==> src/rtl/tuple_bits5bit_serial_tx.sv <==
// tuple_bits5bit_serial_tx
//   Serial transmitter for a Tuple(Bits[5], Bit) value. One tuple is taken per
//   valid/ready handshake, flattened to x = {I__1, I__0} and sent LSB first in a
//   UART-style frame: start(0), x[0..5], optional even parity, stop(1).
//
// Ports
//   CLK          clock, rising edge
//   ASYNCRESETN  asynchronous reset, active low
//   I__0[4:0]    tuple field 0
//   I__1         tuple field 1
//   I_valid      source has a tuple to send
//   I_ready      block is idle and accepts a tuple this cycle
//   tx           serial line, idles high, registered
//   busy         frame in progress
//   frame_done   one-cycle pulse in the first idle cycle after a frame
//
// state  | meaning
// IDLE   | line high, waiting for a handshake
// START  | start bit (low)
// DATA   | payload bits x[0]..x[5]
// PARITY | even-parity bit over the payload
// STOP   | stop bit (high)
module tuple_bits5bit_serial_tx #(
  parameter int unsigned CLKS_PER_BIT = 4,
  parameter bit          PARITY_EN    = 1'b1
) (
  input  logic       CLK,
  input  logic       ASYNCRESETN,
  input  logic [4:0] I__0,
  input  logic       I__1,
  input  logic       I_valid,
  output logic       I_ready,
  output logic       tx,
  output logic       busy,
  output logic       frame_done
);

  typedef enum logic [2:0] {IDLE, START, DATA, PARITY, STOP} state_t;

  localparam logic [7:0] DIV_LAST = 8'(CLKS_PER_BIT - 1);

  state_t     state, state_n;
  logic [7:0] div, div_n;
  logic [2:0] bit_idx, bit_idx_n;
  logic [5:0] shreg, shreg_n;
  logic       par, par_n;
  logic       tx_n;
  logic       frame_done_n;
  logic       tick;

  always_ff @(posedge CLK or negedge ASYNCRESETN) begin
    if (!ASYNCRESETN) begin
      state      <= IDLE;
      div        <= '0;
      bit_idx    <= '0;
      shreg      <= '0;
      par        <= 1'b0;
      tx         <= 1'b1;
      frame_done <= 1'b0;
    end else begin
      state      <= state_n;
      div        <= div_n;
      bit_idx    <= bit_idx_n;
      shreg      <= shreg_n;
      par        <= par_n;
      tx         <= tx_n;
      frame_done <= frame_done_n;
    end
  end

  always_comb begin
    state_n      = state;
    div_n        = div;
    bit_idx_n    = bit_idx;
    shreg_n      = shreg;
    par_n        = par;
    frame_done_n = 1'b0;
    tick         = (div == DIV_LAST);

    case (state)
      IDLE: begin
        div_n     = '0;
        bit_idx_n = '0;
        if (I_valid) begin
          shreg_n = {I__1, I__0};
          par_n   = ^{I__1, I__0};
          state_n = START;
        end
      end
      START: begin
        if (tick) begin
          div_n   = '0;
          state_n = DATA;
        end else begin
          div_n = div + 8'd1;
        end
      end
      DATA: begin
        if (tick) begin
          div_n = '0;
          if (bit_idx == 3'd5) begin
            state_n = PARITY_EN ? PARITY : STOP;
          end else begin
            bit_idx_n = bit_idx + 3'd1;
            shreg_n   = shreg >> 1;
          end
        end else begin
          div_n = div + 8'd1;
        end
      end
      PARITY: begin
        if (tick) begin
          div_n   = '0;
          state_n = STOP;
        end else begin
          div_n = div + 8'd1;
        end
      end
      STOP: begin
        if (tick) begin
          div_n        = '0;
          state_n      = IDLE;
          frame_done_n = 1'b1;
        end else begin
          div_n = div + 8'd1;
        end
      end
      default: begin
        state_n = IDLE;
        div_n   = '0;
      end
    endcase

    // tx is registered from the next state, so the line already shows the
    // start bit on the handshake edge itself.
    case (state_n)
      START:   tx_n = 1'b0;
      DATA:    tx_n = shreg_n[0];
      PARITY:  tx_n = par_n;
      default: tx_n = 1'b1;
    endcase
  end

  assign I_ready = (state == IDLE);
  assign busy    = !I_ready;

endmodule

==> config.mk <==
export PLATFORM = sky130hd
export DESIGN_NAME = tuple_bits5bit_serial_tx
export DESIGN_NICKNAME = d
export VERILOG_FILES = /design/src/rtl/tuple_bits5bit_serial_tx.sv
export SDC_FILE = /design/constraint.sdc
export NUM_CORES = 1
export LEC_CHECK = 0
export CAP_MARGIN = 25
export CORE_ASPECT_RATIO = 0.8
export CORE_MARGIN = 2
export CORE_UTILIZATION = 44
export CTS_CLUSTER_DIAMETER = 60
export DETAILED_ROUTE_END_ITERATION = 7
export GPL_ROUTABILITY_DRIVEN = 0
export PLACE_DENSITY = 0.77
export RECOVER_POWER = 25
export SYNTH_ARGS = -nofsm -noshare
export SYNTH_HDL_FRONTEND = slang
export SYNTH_SLANG_ARGS = --single-unit
==> constraint.sdc <==
create_clock -name CLK -period 2.2 [get_ports CLK]
set_input_delay 0.33 -clock CLK [delete_from_list [all_inputs] [get_ports CLK]]
set_output_delay 0.33 -clock CLK [all_outputs]
set_load 0.05 [all_outputs]
==> results.cfg <==
[logic_synthesis]
synth_simple_gate_area_share_pct = 20.0
synth_fp_nets = 129
syn_area_per_cell_um2 = 10.1
yosysSeqAreaShare_pct = 48.6
ys_ff_latch = 23
synthXorXnorAreaFrac_pct = 8.12
netlist_area_mm2 = 0.00119
muxShareOfSynthArea_pct = 1.69
synth_top_cell_by_area = dfrtp_1
synth_top_family_by_area = simple AND/OR/NAND/NOR gates
synth_compound_area_share_pct = 14.9
synthCells = 117
synth_warnings = 0
yosys.area_share.adder_pct = 3.16
synth_area_leaders = dfrtp_1 46%, xnor2_1 6.6%, nor2_1 4.4%
synthDistinctLibCells = 33
synth_top_area_share_pct = 46.4

[worst_setup_path]
crit_type = register to register
worstReg2RegEnd = tx$_DFF_PN1_
critPathMaxFanout = 2
cp_data_arrival_time_ps = 2400
r2r_start = div[4]$_DFF_PN0_
critical_path.startpoint_type = register
r2r_slack_ps = 60
required_ps = 2450
r2r_cells = 5
worst_setup_path_end_kind = register

[sta]
fin_setup_tns_ps = 0
finalClockSkew_ps = 10.7
setup_ws_ps = 58.1
slew_viol_final = 0
fmax_mhz = 467
min_period_ps = 2140
timing.final.crit_share_pct = 97.4
max-slew-margin-rel_pct = 18.4
finalHoldViolCount = 0
rsz0062_at_grt = false
setup_viol = 0
tightest_slew_ps = 1220

[hold_path]
min_path_cells = 1
worstHoldStart = div[0]$_DFF_PN0_
hold_path_class = register to register
hold_end = div[0]$_DFF_PN0_

[die]
die_y_um = 50.4
placementRows = 16
initial_core_util_pct = 47.4
io_pins = 13
dieArea_mm2 = 0.00313
coreArea_mm2 = 0.00250
die_w_um = 62.1

[place]
place_ws_ps = 36.2
io_buffers = 12
postPlaceCellArea_mm2 = 0.00143
hpwl_um = 1740
dp_cells = 171

[clock_tree]
cts_hold_buf = 0
ctsResizeCount = 1
cts_root_buffer = clkbuf_4
cts_buffer_depth = 2
cts.sinks = 23
htree_levels = 1
cts_tree = done
clkTransAtPathRegs_ps = 130
clkLatencyLatePin_ps = 320
cts_made_buffers = 3
cts_setup_buffers = 0

[power]
powerDensity_mw_per_mm2 = 1140
irDropWorstVdd_uv = 680
p_leak_nw = 0.660

[routing]
drt-wirelength-per-cell_um = 13.0
drt_pass1_iterations = 4
drt-total-wl_um = 2270
drc = 0
vias_per_cell = 5.18
ant_nets = 0
drt_iter0_markers = 66
route.vias.total = 907

[grt]
grt_pass1_vias = 944
grt_max_degree = 24
grt_pass1_wl_um = 4000
grt_antenna_before_repair = 0
overflow = 0
grt_usage_pct = 17.1

[cells_and_area]
fillers = 231
final_common_cell = dfrtp_1
syn2layout_area_growth_pct = 22.4
final_cells = 175
utilization_pct = 58.0
antenna_cells = 0
layout_common_cells = 22 x dfrtp_1, 14 x nor2_1, 9 x xnor2_1, 9 x clkdlybuf4s50_1, 9 x buf_4
finish.instance_area_mm2 = 0.00145
layout-drive-gt1-share_pct = 15.8
nNetsFinal = 152

[outcome]
outcome = complete, no violations

[run]
drv_cap = 0
==> kinds of logic after synthesis <==
| family | count (synthesis) |
|---|---|
| AOI/OAI and AO/OA | 25 |
| xor gates and xnor gates | 11 |
| adders and majority gates | 3 |
| buffers and inverters | 9 |
| DFF | 23 |
| muxes | 2 |
| and+or+nand+nor | 44 |
==> metal layers <==
layer  vias to the layer above  wire length (µm)  global-route usage (%)
met2                        19              1030                    25.3
met1                       427              1110                    23.1
li1                        459                 -                       -
met4                         0                14                    4.96
met3                         2               113                    6.19
met5                         -                 0                       0
==> stage by stage <==
step                total power, mW  hold WS [ps]
floorplan                      1.20          34.4
global placement               1.43           461
detailed placement             1.47           471
CTS                            1.66           348
global route                   1.78           523
finish                         1.65           493
==> state kept, by name, indices dropped and copies added (netlist names) <==
signal / cells
tx: 1
div: 8
frame_done: 1
par: 1
bit_idx: 3
state: 3
shreg: 6
==> how the worst max path moves through the flow <==
stage                          start           end  cells past startpoint
finish              div[4]$_DFF_PN0_  tx$_DFF_PN1_                      5
floorplan           div[4]$_DFF_PN0_  tx$_DFF_PN1_                      5
detailed placement  div[4]$_DFF_PN0_  tx$_DFF_PN1_                      5
global route        div[4]$_DFF_PN0_  tx$_DFF_PN1_                      5
global placement    div[4]$_DFF_PN0_  tx$_DFF_PN1_                      5
CTS                 div[4]$_DFF_PN0_  tx$_DFF_PN1_                      5
==> cell usage after synthesis, drive strengths merged <==
| master | n |
|---|---|
| dfrtp | 22 |
| nor2 | 15 |
| xnor2 | 9 |
| nand2 | 7 |
| nand3 | 7 |
| a22o | 6 |
| a21oi | 5 |
| inv | 5 |
| a21o | 4 |
| ha | 3 |
| nand2b | 3 |
| o21ai | 3 |
| and3 | 2 |
| and4 | 2 |
| buf | 2 |
| clkbuf | 2 |
| mux2i | 2 |
| o22ai | 2 |
| or3 | 2 |
| or4 | 2 |
| xor2 | 2 |
| a2111oi | 1 |
| a221o | 1 |
| a22oi | 1 |
| a31oi | 1 |
| and2 | 1 |
| dfstp | 1 |
| nand4b | 1 |
| nor3 | 1 |
| o32ai | 1 |
| or2 | 1 |
==> power breakdown <==
| group | switching, mW | internal (mW) |
|---|---|---|
| Sequential | 0.102 | 0.558 |
| Combinational | 0.455 | 0.336 |
| Clock | 0.130 | 0.0682 |
==> worst max-delay path, stage by stage (launching register included) <==
cell     delay [ps]
dfrtp_1         400
or4_4           530
or4_4           510
xnor2_1         160
or3_1           340
a22oi_1         150
==> cell type report <==
type	instances	area [µm²]	share of cell area, %
Sequential cell	23	577	39.7
Clock inverter	1	5.00	0.345
Clock buffer	3	22.5	1.55
Timing Repair Buffer	22	200	13.8
Inverter	5	22.5	1.55
Tap cell	36	45.0	3.10
Multi-Input combinational cell	85	579	39.9
No activity file was read; power rests on OpenSTA's default activity.
==> RTL edit 1 (same flow settings) <==
Encoding of `state_t`: now Gray code (3 bits for 5 states).
--- a/src/rtl/tuple_bits5bit_serial_tx.sv
+++ b/src/rtl/tuple_bits5bit_serial_tx.sv
@@ -36,5 +36,5 @@
 );
 
-  typedef enum logic [2:0] {IDLE, START, DATA, PARITY, STOP} state_t;
+  typedef enum logic [2:0] {IDLE = 3'b000, START = 3'b001, DATA = 3'b011, PARITY = 3'b010, STOP = 3'b110} state_t;
 
   localparam logic [7:0] DIV_LAST = 8'(CLKS_PER_BIT - 1);
Formal check against the unedited RTL: no difference found for any inputs over 10 cycles, from zero or initial values and one cycle with ASYNCRESETN low; not proved beyond that.
==> RTL edit 1 against the original RTL <==
Clock power fell by 4%; final area fell by 4.1%; final cell count fell by 6.3%; routed wire length fell by 1.9%; sequential cell count did not move; total power fell by 1.3%; area after synthesis rose by 1.6%; sequential power rose by 11%; critical path depth fell by 1; setup slack improved by 0.16 ns.
==> RTL edit 1: results (changes against the original RTL) <==
- Status: finished clean (unchanged)
- Largest cells by area after synthesis: dfrtp_1 (46%), xnor2_1 (5.1%), xor2_1 (3.6%) (was dfrtp_1 (46%), xnor2_1 (6.6%), nor2_1 (4.4%))
- Peak VDD IR: 0.484 mV (was 0.680 mV)
- Buffering overhead: 10.6% (was 13.8%)
- Met2 Use GR: 25.3% (about the same)
- Slew @ Worst Pin: 1.22 ns (about the same)
- R2R setup slack: 0.28 ns (was 0.06 ns)
- Final nets: 141 (was 152)
- Hold WS: 0.498 ns (was 0.493 ns)
- DR WL met3: 126 um (was 113 um)
- Final WL: 2230 um (was 2270 um)
- Path depth of the worst reg2reg path: 6 (was 5)
- Crit path arrival time: 1.65 ns (was 2.40 ns)
- Hold wc startpoint: shreg[4] (was div[0])
- Unique masters post-synth: 37 (was 33)
- First-pass GRT wire length: 3870 um (was 4000 um)
- Clock buf count: 4 (was 3)
- Fill count: 228 (was 231)
- DRT iter0 DRCs: 30 (was 66)
- Clk_lat worst skew: 0.30 ns (was 0.32 ns)
- M3 GR Usage: 3.59% (was 6.19%)
- Commonest cells post-synth: dfrtp_1 (22), nor2_1 (8), nand2_1 (7), xnor2_1 (7) (was dfrtp_1 (22), nor2_1 (14), xnor2_1 (9))
- Seq_cells: 23 (unchanged)
- Nonclk inv count: 4 (was 5)
- Vias per inst: 5.42 (was 5.18)
- WL met1: 1050 um (was 1110 um)
- Fraction of area in multi-input gates: 41.6% (was 39.9%)
- Syn_area_per_cell: 10.7 um2 (was 10.1 um2)
- #MultiIn Comb: 82 (was 85)
- DP HPWL: 1720 um (was 1740 um)
-- RTL edit 1: metrics by stage --
stage | total power [uW] | setup slack [ns] | instance area (um2) | utilization [%]
after global routing | 1770 | 0.119 | 1390 | 55.2
after CTS | 1640 | 0.214 | 1400 | 55.3
after global placement | 1410 | 0.342 | 1370 | 54.3
after detailed placement | 1440 | 0.326 | 1370 | 54.3
after floorplan | 1280 | 0.454 | 1200 | -
final | 1630 | 0.218 | 1390 | 55.2
-- RTL edit 1: cells by family after synthesis --
kind of cell | Yosys count | synth area share [%]
AO/OA/AOI/OAI | 27 | 16.7
XOR/XNOR | 12 | 8.72
adder cells (fa/ha/maj) | 3 | 3.12
buffers and inverters | 8 | 4.05
flip-flops | 23 | 47.9
multiplexers | 1 | 0.935
AND/OR/NAND/NOR | 39 | 18.6
-- RTL edit 1: worst max-delay path: cells and delay by family, from the launching register on --
kind | cells | cell delay (ns)
flip-flops | 1 | 0.45
AND/OR/NAND/NOR | 1 | 0.42
buffers and inverters | 3 | 0.48
==> RTL edit 2 (config.mk and constraints unchanged) <==
Without the edit above. The parameter `PARITY_EN` goes from 1'b1 to 1'b0.
--- a/src/rtl/tuple_bits5bit_serial_tx.sv
+++ b/src/rtl/tuple_bits5bit_serial_tx.sv
@@ -23,5 +23,5 @@
 module tuple_bits5bit_serial_tx #(
   parameter int unsigned CLKS_PER_BIT = 4,
-  parameter bit          PARITY_EN    = 1'b1
+  parameter bit          PARITY_EN    = 1'b0
 ) (
   input  logic       CLK,
Function: same outputs for any inputs over 10 cycles, from zero or initial values and one cycle with ASYNCRESETN low; that may be too few to reach the edited logic, so the function may still have changed.
==> RTL edit 2 against the original RTL <==
Routed wire length up 5.2%; final cell count decreased by 0.57%; total power down 4.5%; first-iteration DRC count is 4.5% higher; final area shrank 2.2%; largest power group unchanged; setup slack improved by 0.17 ns; area after synthesis rose by 3.1%; sequential power is 2% higher; largest cell class unchanged; sequential cell count stayed put.
==> RTL edit 2: results (changes against the original RTL) <==
- Status: finished clean (unchanged)
- Top Registers: div (8), shreg (6) (unchanged)
- Clk_lat worst skew: between 0.3 and 0.4 ns
- Worst-path fanout max: 6 (was 2)
- Cell Area, Placed: 1400 um2 (was 1430 um2)
- Leak Pwr: 0.000652 uW (was 0.000660 uW)
- Cell count after synthesis: 120 (was 117)
- Final WL: 2390 um (was 2270 um)
- Hold Crit Endpoint: shreg[4] (was div[0])
- Number of buffers created by CTS: 3 (unchanged)
- Unique masters post-synth: 40 (was 33)
- Sequential share of the synthesized area: 47.2% (was 48.6%)
- Psw: 673 uW (was 687 uW)
- Slew @ Worst Pin: 1.20 ns (was 1.22 ns)
- Share of cells above drive strength 1: 14.7% (was 15.8%)
- Hold wc startpoint: shreg[4] (was div[0])
- Largest net degree at the start of global routing: 24 (unchanged)
- Hold Path Stages: 1 (unchanged)
- Setup WS pre-CTS: 0.277 ns (was 0.0362 ns)
- Syn nets: 132 (was 129)
- Clock skew: 0.00234 ns (was 0.0107 ns)
- PortBufs: 12 (unchanged)
- Pre-antenna DRT Iters: 4 (unchanged)
- Final non-filler cell total: 174 (was 175)
- R2R setup slack: 0.23 ns (was 0.06 ns)
- Yosys warning count: 0 (unchanged)
- Worst hold path class: reg -> reg (unchanged)
- Largest cells by area after synthesis: dfrtp_1 (45%), xnor2_1 (5.0%), nor2_1 (4.6%) (was dfrtp_1 (46%), xnor2_1 (6.6%), nor2_1 (4.4%))
- Clock tree buffer depth: 2 (unchanged)
- Clock-pin slew on the worst setup and hold paths: approximately 0.12 ns
- Path depth of the worst reg2reg path: 6 (was 5)
- Peak VDD IR: 0.552 mV (was 0.680 mV)
- Final nets: 149 (was 152)
- DR vias: 932 (was 907)
- CTS Root Cell: clkbuf_4 (unchanged)
- Async set-reset flop share out of synthesis: 100% (unchanged)
- Vias in the first global route: 890 (was 944)
- Setup bufs post-CTS: 0 (unchanged)
- Placed Instances: 170 (was 171)
- Initial antenna violation count: 0 (unchanged)
- DRT iter0 DRCs: 69 (was 66)
- DP HPWL: 1730 um (was 1740 um)
- Post-cts sizing count: 0 (was 1)
- ANT cells: 0 (unchanged)
- Commonest cells post-synth: dfrtp_1 (22), nor2_1 (15), nand2_1 (8) (was dfrtp_1 (22), nor2_1 (14), xnor2_1 (9))
- Crit path arrival time: 2.23 ns (was 2.40 ns)
- Worst R2R End: shreg[1] (was tx)
- Reg-to-reg startpoint: div[0] (was div[4])
- H-Tree Depth: 1 (unchanged)
- Total GRT Usage: 16.9% (was 17.1%)
- First-pass GRT wire length: 4220 um (was 4000 um)
[RTL edit 2: cell count changes after synthesis, sizes merged, moves of 2 or more]
cell / unedited run / this run
buf: 2 / 0
nand2b: 3 / 1
xnor2: 9 / 7
or3: 2 / 0
nor4: 0 / 2
o21ai: 3 / 5
and4: 2 / 0
nand3: 7 / 4
nand4: 0 / 2
xor2: 2 / 4
[RTL edit 2: critical path: stages (launching register included)]
cell and delay [ns]:
dfrtp_1 0.41, ha_1 0.24, or3b_2 0.53, nor4_4 0.32, buf_4 0.20, a22o_2 0.15, a21o_1 0.08
[RTL edit 2: layout make-up]
type / count / area, um2
multi-input combinational: 89 / 616
clock buffer: 4 / 26.3
inverter: 5 / 18.8
fill: 260 / 1280
timing repair buffer: 15 / 134
sequential: 23 / 577
tap: 38 / 47.5
[RTL edit 2: worst max-delay path by stage]
stage | from | end | slack, ns | depth (start not counted)
3_3_place_gp | div[0] | shreg[2] | 0.33 | 6
3_5_place_dp | div[0] | shreg[1] | 0.28 | 6
5_1_grt | div[0] | shreg[2] | 0.09 | 6
6_report | div[0] | shreg[1] | 0.23 | 6
2_1_floorplan | div[0] | shreg[0] | 0.33 | 5
4_1_cts | tx | tx | 0.23 | 1
[RTL edit 2: kinds of logic after synthesis]
family	count (synthesis)	share of synthesized area, %
fa+ha+maj	3	3.07
mux	2	1.64
compound gates	31	19.0
simple gates	42	18.7
buf+inv	8	2.46
flops	23	47.2
xor+xnor	11	7.88
[RTL edit 2: metal layers]
layer	track usage, %	wire length (um)	up-vias	share of wire (%)
li1	-	-	461	-
met1	22.5	1120	450	47
met2	27.7	1150	19	48
met3	3.52	92	2	3.9
met4	5.56	22	0	0.92
met5	0	0	-	0
[RTL edit 2: metrics by stage]
step	utilization (%)	power, uW	hold WS [ns]
CTS	52.7	1580	0.364
finish	52.5	1570	0.498
global route	52.5	1690	0.533
global placement	51.7	1340	0.458
detailed placement	51.7	1380	0.470
floorplan	-	1180	0.0344
[RTL edit 2: power by group through the flow]
stage          combinational (uW)  clock [uW]  sequential [uW]
2_1_floorplan                 518           0              658
3_3_place_gp                  676           0              667
3_5_place_dp                  703           0              675
4_1_cts                       711         199              668
5_1_grt                       771         219              696
6_report                      705         197              673
